**config.mk**
```make
export PLATFORM = sky130hd
export DESIGN_NAME = vdiv_element_sequencer
export DESIGN_NICKNAME = d
export VERILOG_FILES = /design/src/rtl/vdiv_element_sequencer.sv
export SDC_FILE = /design/constraint.sdc
export NUM_CORES = 1
export LEC_CHECK = 0
export CAP_MARGIN = 20
export CORE_ASPECT_RATIO = 0.75
export CORE_MARGIN = 1
export CORE_UTILIZATION = 45
export DETAILED_ROUTE_END_ITERATION = 8
export GPL_TIMING_DRIVEN = 0
export PLACE_DENSITY = 0.87
export SYNTH_ARGS = -nofsm -noshare
export SYNTH_HDL_FRONTEND = slang
export SYNTH_SLANG_ARGS = --single-unit
```
**constraint.sdc**
```tcl
create_clock -name CLK -period 3.3 [get_ports CLK]
set_input_delay 0.66 -clock CLK [delete_from_list [all_inputs] [get_ports CLK]]
set_output_delay 0.66 -clock CLK [all_outputs]
set_load 0.005 [all_outputs]
```
**src/rtl/vdiv_element_sequencer.sv**
```systemverilog
// Issue stage for the per-lane vector divide unit: walks the element indices of one
// request, feeds each active element to the divider and writes results back by index.
module vdiv_element_sequencer #(
    parameter int unsigned MAX_VL = 32,
    parameter int unsigned IDX_W  = 5
) (
    input  logic              CLK,
    input  logic              nRST,
    input  logic              req_valid,
    output logic              req_ready,
    input  logic [IDX_W:0]    req_vl,
    input  logic              req_signed,
    input  logic              req_div_type,
    input  logic              req_mask_en,
    input  logic [MAX_VL-1:0] req_mask,
    output logic [IDX_W-1:0]  rd_idx,
    input  logic [31:0]       rd_vs1,
    input  logic [31:0]       rd_vs2,
    output logic              start_div,
    output logic [31:0]       vs1_data,
    output logic [31:0]       vs2_data,
    output logic              is_signed_div,
    output logic              div_type,
    input  logic              done_du,
    input  logic [31:0]       wdata_du,
    input  logic              exception_du,
    input  logic              flush,
    output logic              stop_flush,
    output logic              wb_en,
    output logic [IDX_W-1:0]  wb_idx,
    output logic [31:0]       wb_data,
    output logic              seq_done,
    output logic              seq_exc
);

    typedef enum logic [1:0] {StIdle, StIssue, StWait, StDone} state_e;

    localparam logic [IDX_W:0] One = 1;

    state_e            state_q;
    logic [IDX_W:0]    idx_q;      // one bit wider than rd_idx so vl==MAX_VL compares cleanly
    logic [IDX_W:0]    vl_q;
    logic              mask_en_q;
    logic [MAX_VL-1:0] mask_q;
    logic              exc_q;
    logic              start_q;
    logic              seq_done_q;
    logic              seq_exc_q;
    logic              flush_q;
    logic [31:0]       vs1_q;
    logic [31:0]       vs2_q;
    logic              signed_q;
    logic              div_type_q;

    logic elem_masked;
    logic elem_last;
    logic wb_fire;

    assign elem_masked = mask_en_q & ~mask_q[idx_q[IDX_W-1:0]];
    assign elem_last   = (idx_q == (vl_q - One));

    // Sequencer FSM: request latch, element walk, operand capture and completion pulse.
    always_ff @(posedge CLK) begin
        if (!nRST) begin
            state_q    <= StIdle;
            idx_q      <= '0;
            vl_q       <= '0;
            mask_en_q  <= 1'b0;
            mask_q     <= '0;
            exc_q      <= 1'b0;
            start_q    <= 1'b0;
            seq_done_q <= 1'b0;
            seq_exc_q  <= 1'b0;
            flush_q    <= 1'b0;
            vs1_q      <= '0;
            vs2_q      <= '0;
            signed_q   <= 1'b0;
            div_type_q <= 1'b0;
        end else begin
            flush_q    <= flush;
            start_q    <= 1'b0;
            seq_done_q <= 1'b0;
            seq_exc_q  <= 1'b0;
            if (flush) begin
                // Abort wins over any same-cycle result or request.
                state_q <= StIdle;
                idx_q   <= '0;
            end else begin
                unique case (state_q)
                    StIdle: begin
                        if (req_valid) begin
                            vl_q       <= req_vl;
                            signed_q   <= req_signed;
                            div_type_q <= req_div_type;
                            mask_en_q  <= req_mask_en;
                            mask_q     <= req_mask;
                            idx_q      <= '0;
                            exc_q      <= 1'b0;
                            state_q    <= (req_vl == '0) ? StDone : StIssue;
                        end
                    end
                    StIssue: begin
                        if (elem_masked) begin
                            if (elem_last) begin
                                state_q <= StDone;
                            end else begin
                                idx_q <= idx_q + One;
                            end
                        end else begin
                            vs1_q   <= rd_vs1;
                            vs2_q   <= rd_vs2;
                            start_q <= 1'b1;
                            state_q <= StWait;
                        end
                    end
                    StWait: begin
                        if (done_du) begin
                            exc_q <= exc_q | exception_du;
                            if (elem_last) begin
                                state_q <= StDone;
                            end else begin
                                idx_q   <= idx_q + One;
                                state_q <= StIssue;
                            end
                        end
                    end
                    StDone: begin
                        seq_done_q <= 1'b1;
                        seq_exc_q  <= exc_q;
                        state_q    <= StIdle;
                    end
                    default: state_q <= StIdle;
                endcase
            end
        end
    end

    // Writeback follows done_du in the same cycle; flush or reset suppresses it.
    always_comb begin
        wb_fire = (state_q == StWait) & done_du & ~flush & nRST;
        wb_en   = wb_fire;
        wb_idx  = wb_fire ? idx_q[IDX_W-1:0] : '0;
        wb_data = wb_fire ? wdata_du : '0;
    end

    // Registered pulses are masked by flush so the abort is visible in the flush cycle.
    always_comb begin
        req_ready     = (state_q == StIdle) & ~flush;
        rd_idx        = idx_q[IDX_W-1:0];
        start_div     = start_q & ~flush;
        seq_done      = seq_done_q & ~flush;
        seq_exc       = seq_exc_q & ~flush;
        stop_flush    = flush & ~flush_q & nRST;
        vs1_data      = vs1_q;
        vs2_data      = vs2_q;
        is_signed_div = signed_q;
        div_type      = div_type_q;
    end

endmodule
```
* Word level (Yosys, flattened, before mapping) *
Index checks and enable logic that the tools add are counted.

storage, ports and cells
  register bits after elaboration = 118
  input bits = 143
  output and inout bits = 114
  word-level logic and storage cells = 76

operators by class
  add/subtract/negate cells = 2
  $lt $le $gt $ge = 1
  equal/unequal tests = 8
  multiplexer cells = 21
  bitwise gates (word level) = 18
  reduce and logical (&&, ||, !) cells = 12

operators by type and width
  operator             count
  $mux 32              1
  $mux 6               4
  $pmux 6 s3           1
  $mux 2               6
  $and 1x1->1          10
  $reduce_and 3->1     3
  $pmux 2 s4           1
  $reduce_and 4->1     2
  $not 1->1            7
  $add 6x1->6 const B  1
  $eq 6x6->1           1
  $logic_not 6->1      1
  $lt 5x6->1 const B   1
  $ne 2x2->1 const B   3
  $reduce_or 3->1      2
  $sub 6x1->6 const B  1
  $bmux 1 s5           1
  $mux 1               5
  $mux 5               1
  $eq 2x2->1 const B   2
  $ne 3x3->1 const B   1
  $reduce_bool 3->1    1
  $eq 2x1->1 const B   1
  $logic_not 2->1      1
  4 further kinds      4

* Depth between registers and ports, before layout *
  depth after elaboration = 6
  depth in mapped cells = 9
  mapped depth without buffers = 8

* Least setup slack after synthesis *
Ideal clock, no wire load.

  path kind = input-to-output
  start = in nRST
  end = out wb_data[10]
  arrival = 1.729 ns
  required time = 2.640 ns
  setup slack = 0.911 ns
  cell stages on the path = 6
  buffers on the path = 3
  cell sequence = nor2b_1 -> clkbuf_1 -> and3_1 -> clkbuf_1 -> clkbuf_1 -> and2_1

on the way
  longest elaborated chain between the ends = 2

ends and longest elaborated chain
  what         line  text
  from (decl)  8     input logic nRST,
  $and 1x1->1  140   wb_fire = (state_q == StWait) & done_du & ~flush & nRST;
  $mux 32      143   wb_data = wb_fire ? wdata_du : '0;
  to (decl)    31    output logic [31:0] wb_data,

Every way passes these cells.

* Worst setup path in the final report *
  start = in nRST
  end = out wb_data[16]

Same word-level chain as after synthesis.

==> flow_metrics.py <==
metrics = {
    "worst_hold_path": {
        "holdCritPathClass": "register to register",
    },
    "synthesis": {
        "yosysSeqAreaShare_pct": 41.8,
        "synth_top_area_cell": "dfxtp_1",
        "synthAdderAreaFrac_pct": 1.33,
        "ys.flop_type": "dfxtp_1",
        "synth_nets": 805,
        "synthSimpleGateAreaFrac_pct": 22.9,
        "synth_cell_types": 53,
        "synth_cells": 656,
        "synth_top_area_share_pct": 41.8,
        "synth_top_family_by_area": "simple AND/OR/NAND/NOR gates",
        "post-synth-top-count-cell": "nand2_1",
        "synth-xor-area-share_pct": 0.930,
        "synth_compound_area_share_pct": 12.0,
        "synthArstFlopShare_pct": 0,
        "netlist_area_um2": 5650,
        "synthTopCellsByArea": "dfxtp_1 (42%), mux2i_1 (15%), nand2_1 (15%)",
        "synth_mux_area_share_pct": 14.7,
        "ys_ff_latch": 118,
        "yosysWarnings": 0,
        "synth-edff-count": 0,
        "syn_avg_cell_area_um2": 8.61,
        "synth_common_cells": "nand2_1 (221), dfxtp_1 (118), mux2i_1 (83)",
    },
    "routing": {
        "firstDrtPassIters": 5,
        "wirelength_mm": 17.3,
        "drt_iter0_markers": 289,
        "num_vias": 5558,
        "final_antenna_net_count": 0,
        "wl_per_cell_um": 15.6,
        "drc": 0,
        "viasPerCell": 4.99,
    },
    "timing": {
        "final_max_slew_viol_count": 0,
        "final.setup.tns_ns": 0,
        "min_period_over_period_pct": 97.3,
        "slew_headroom_pct": 60.7,
        "clock_skew_ns": 0.00802,
        "max_freq_mhz": 312,
        "hold_viol_final": 0,
        "post-route-min-period_ns": 3.21,
        "worstMarginPinSlew_ns": 0.589,
        "rsz0062_at_grt": "false",
        "setup_violations": 0,
    },
    "worst_setup_path": {
        "crit_required_ns": 2.64,
        "critPathBufInv": 5,
        "cp.arrival_ns": 2.55,
        "cp_top_family": "buffers and inverters",
        "critPathKind": "input pin to primary output",
        "critPathLaunchType": "input pin",
        "crit_top_cell": "clkdlybuf4s50_1",
        "cpPeakStageDelay_ns": 0.50,
        "crit_chain": "clkdlybuf4s50_1 -> nor2b_1 -> clkbuf_4 -> and3_4 -> buf_6 -> clkbuf_8 -> and2_1 -> clkdlybuf4s50_1",
        "cp_slowest_cell": "clkdlybuf4s50_1",
        "end_kind": "primary output",
        "crit_fanout": 10,
    },
    "place": {
        "portBuffers": 256,
        "gp_congestion": 0.898,
        "place_inst": 1078,
        "dp_hpwl_mm": 13.2,
    },
    "power_and_ir_drop": {
        "p_seq_share_pct": 39.4,
        "ir_worst_vdd_mv": 0.399,
        "power_frac_comb_pct": 13.0,
        "leakagePower_uw": 0.00330,
        "internal-power_uw": 2910,
        "powerDensity_nw_per_um2": 422,
        "switching_share_pct": 24.0,
        "power.share.clock_pct": 47.7,
        "p_sw_uw": 920,
    },
    "grt": {
        "grt_max_degree": 17,
        "grt_pass1_wl_mm": 27.6,
        "grt_usage_pct": 26.9,
        "antenna_found_initial": 1,
        "grt_pass1_vias": 5545,
        "grt_overflow_total": 0,
    },
    "outcome": {
        "status": "complete, no violations",
    },
    "die": {
        "rows": 35,
        "die_w_um": 131,
        "initial_utilization_pct": 46.1,
        "die_h_um": 99.0,
        "core-area_um2": 12300,
        "dieArea_um2": 13000,
        "ios": 257,
    },
    "cts": {
        "clk_latency_ns": 0.40,
        "cts_root_buffer": "clkbuf_16",
        "path_clk_slew_ns": 0.05,
        "cts.path.max_buffers": 2,
        "cts_made_buffers": 17,
        "cts_tree": "yes",
        "clock-sinks": 118,
        "h-tree-depth": 4,
    },
    "flow_run": {
        "maxCapViolCount": 0,
    },
    "cells_and_area": {
        "nets": 1082,
        "fin_cells": 1113,
        "final_core_util_pct": 73.9,
        "area_delta_synth_final_pct": 60.4,
        "drive_above_1_share_pct": 6.55,
    },
}
-- metrics by stage --
| step | hold slack (ns) | setup WS, ns | cell area (um^2) | power (uW) |
|---|---|---|---|---|
| CTS | 0.453 | 0.000516 | 9050 | 3860 |
| floorplan | 0.434 | 0.911 | 5650 | 1740 |
| global route | 0.471 | 0.0409 | 9060 | 3980 |
| detailed placement | 0.445 | -0.827 | 8420 | 2030 |
| global placement | 0.441 | -0.816 | 8420 | 2020 |
| finish | 0.453 | 0.0899 | 9060 | 3830 |
-- sequential cells by signal (all words and copies together), names as in the netlist --
name,flops
div_type,1
exc_q,1
flush_q,1
idx_q,6
is_signed_div,1
mask_en_q,1
mask_q,32
seq_done_q,1
seq_exc_q,1
start_q,1
state_q,2
vl_q,6
vs1_data,32
vs2_data,32
-- timing repair --
action	CTS	global route
resized for setup	15	4
hold buffers	0	0
setup endpoints to repair	38	19
setup buffers	1	1
-- power by group through the flow --
stage,clock (uW),combinational (uW),sequential (uW)
global route,1930,541,1510
finish,1830,496,1510
global placement,0,484,1530
detailed placement,0,490,1540
floorplan,0,208,1530
CTS,1860,496,1510
-- per-layer routing --
metal	vias up	global-route usage [%]	part of all wire [%]
met5	-	0	0
met4	0	11.1	2.3
met3	27	7.30	7.4
met2	229	45.8	48
met1	2562	32.1	42
li1	2740	-	-
-- cell type report --
cell class / instances / area [um^2]
timing repair buffer: 258 / 2570
buffer: 53 / 359
multi-input combinational: 476 / 2930
antenna: 1 / 2.50
sequential: 118 / 2360
tap: 166 / 208
fill: 924 / 3200
clock inverter: 13 / 148
inverter: 9 / 33.8
clock buffer: 19 / 443
-- final timing paths --
kind	start	to	slack, ns	depth (start not counted)
max	nRST	wb_data[16]	0.09	8
min	mask_q[7]$_SDFFE_PN0P_	mask_q[7]$_SDFFE_PN0P_	0.45	2
max reg2reg	idx_q[2]$_SDFFE_PP0P_	vs2_data[31]$_SDFFE_PN0P_	0.63	9
min reg2reg	mask_q[7]$_SDFFE_PN0P_	mask_q[7]$_SDFFE_PN0P_	0.45	2
-- worst register-to-register path: cells and delay by family (launching register included) --
kind	cells	cell delay (ns)
flip-flops	1	0.36
multiplexers	1	0.20
buffers and inverters	3	0.77
AND/OR/NAND/NOR	2	0.40
AO/OA/AOI/OAI	3	0.87
-- placed cells by master (no fill, tap or decap), types with 5 or more instances in the layout --
cell / n
clkdlybuf4s50_1: 253
nand2_1: 221
dfxtp_1: 118
mux2i_1: 83
and2_1: 43
clkbuf_1: 32
a21boi_0: 21
a21boi_1: 20
clkbuf_16: 17
inv_1: 9
buf_4: 9
a22oi_1: 7
nor2b_1: 6
nor2_1: 6
ha_1: 6
buf_12: 5
-- logic make-up after synthesis --
family,after synthesis
DFF,118
xor gates and xnor gates,6
buffers and inverters,62
adders and majority gates,6
AOI/OAI and AO/OA,85
and+or+nand+nor,296
muxes,83
Power figures use the tool's default switching activity.
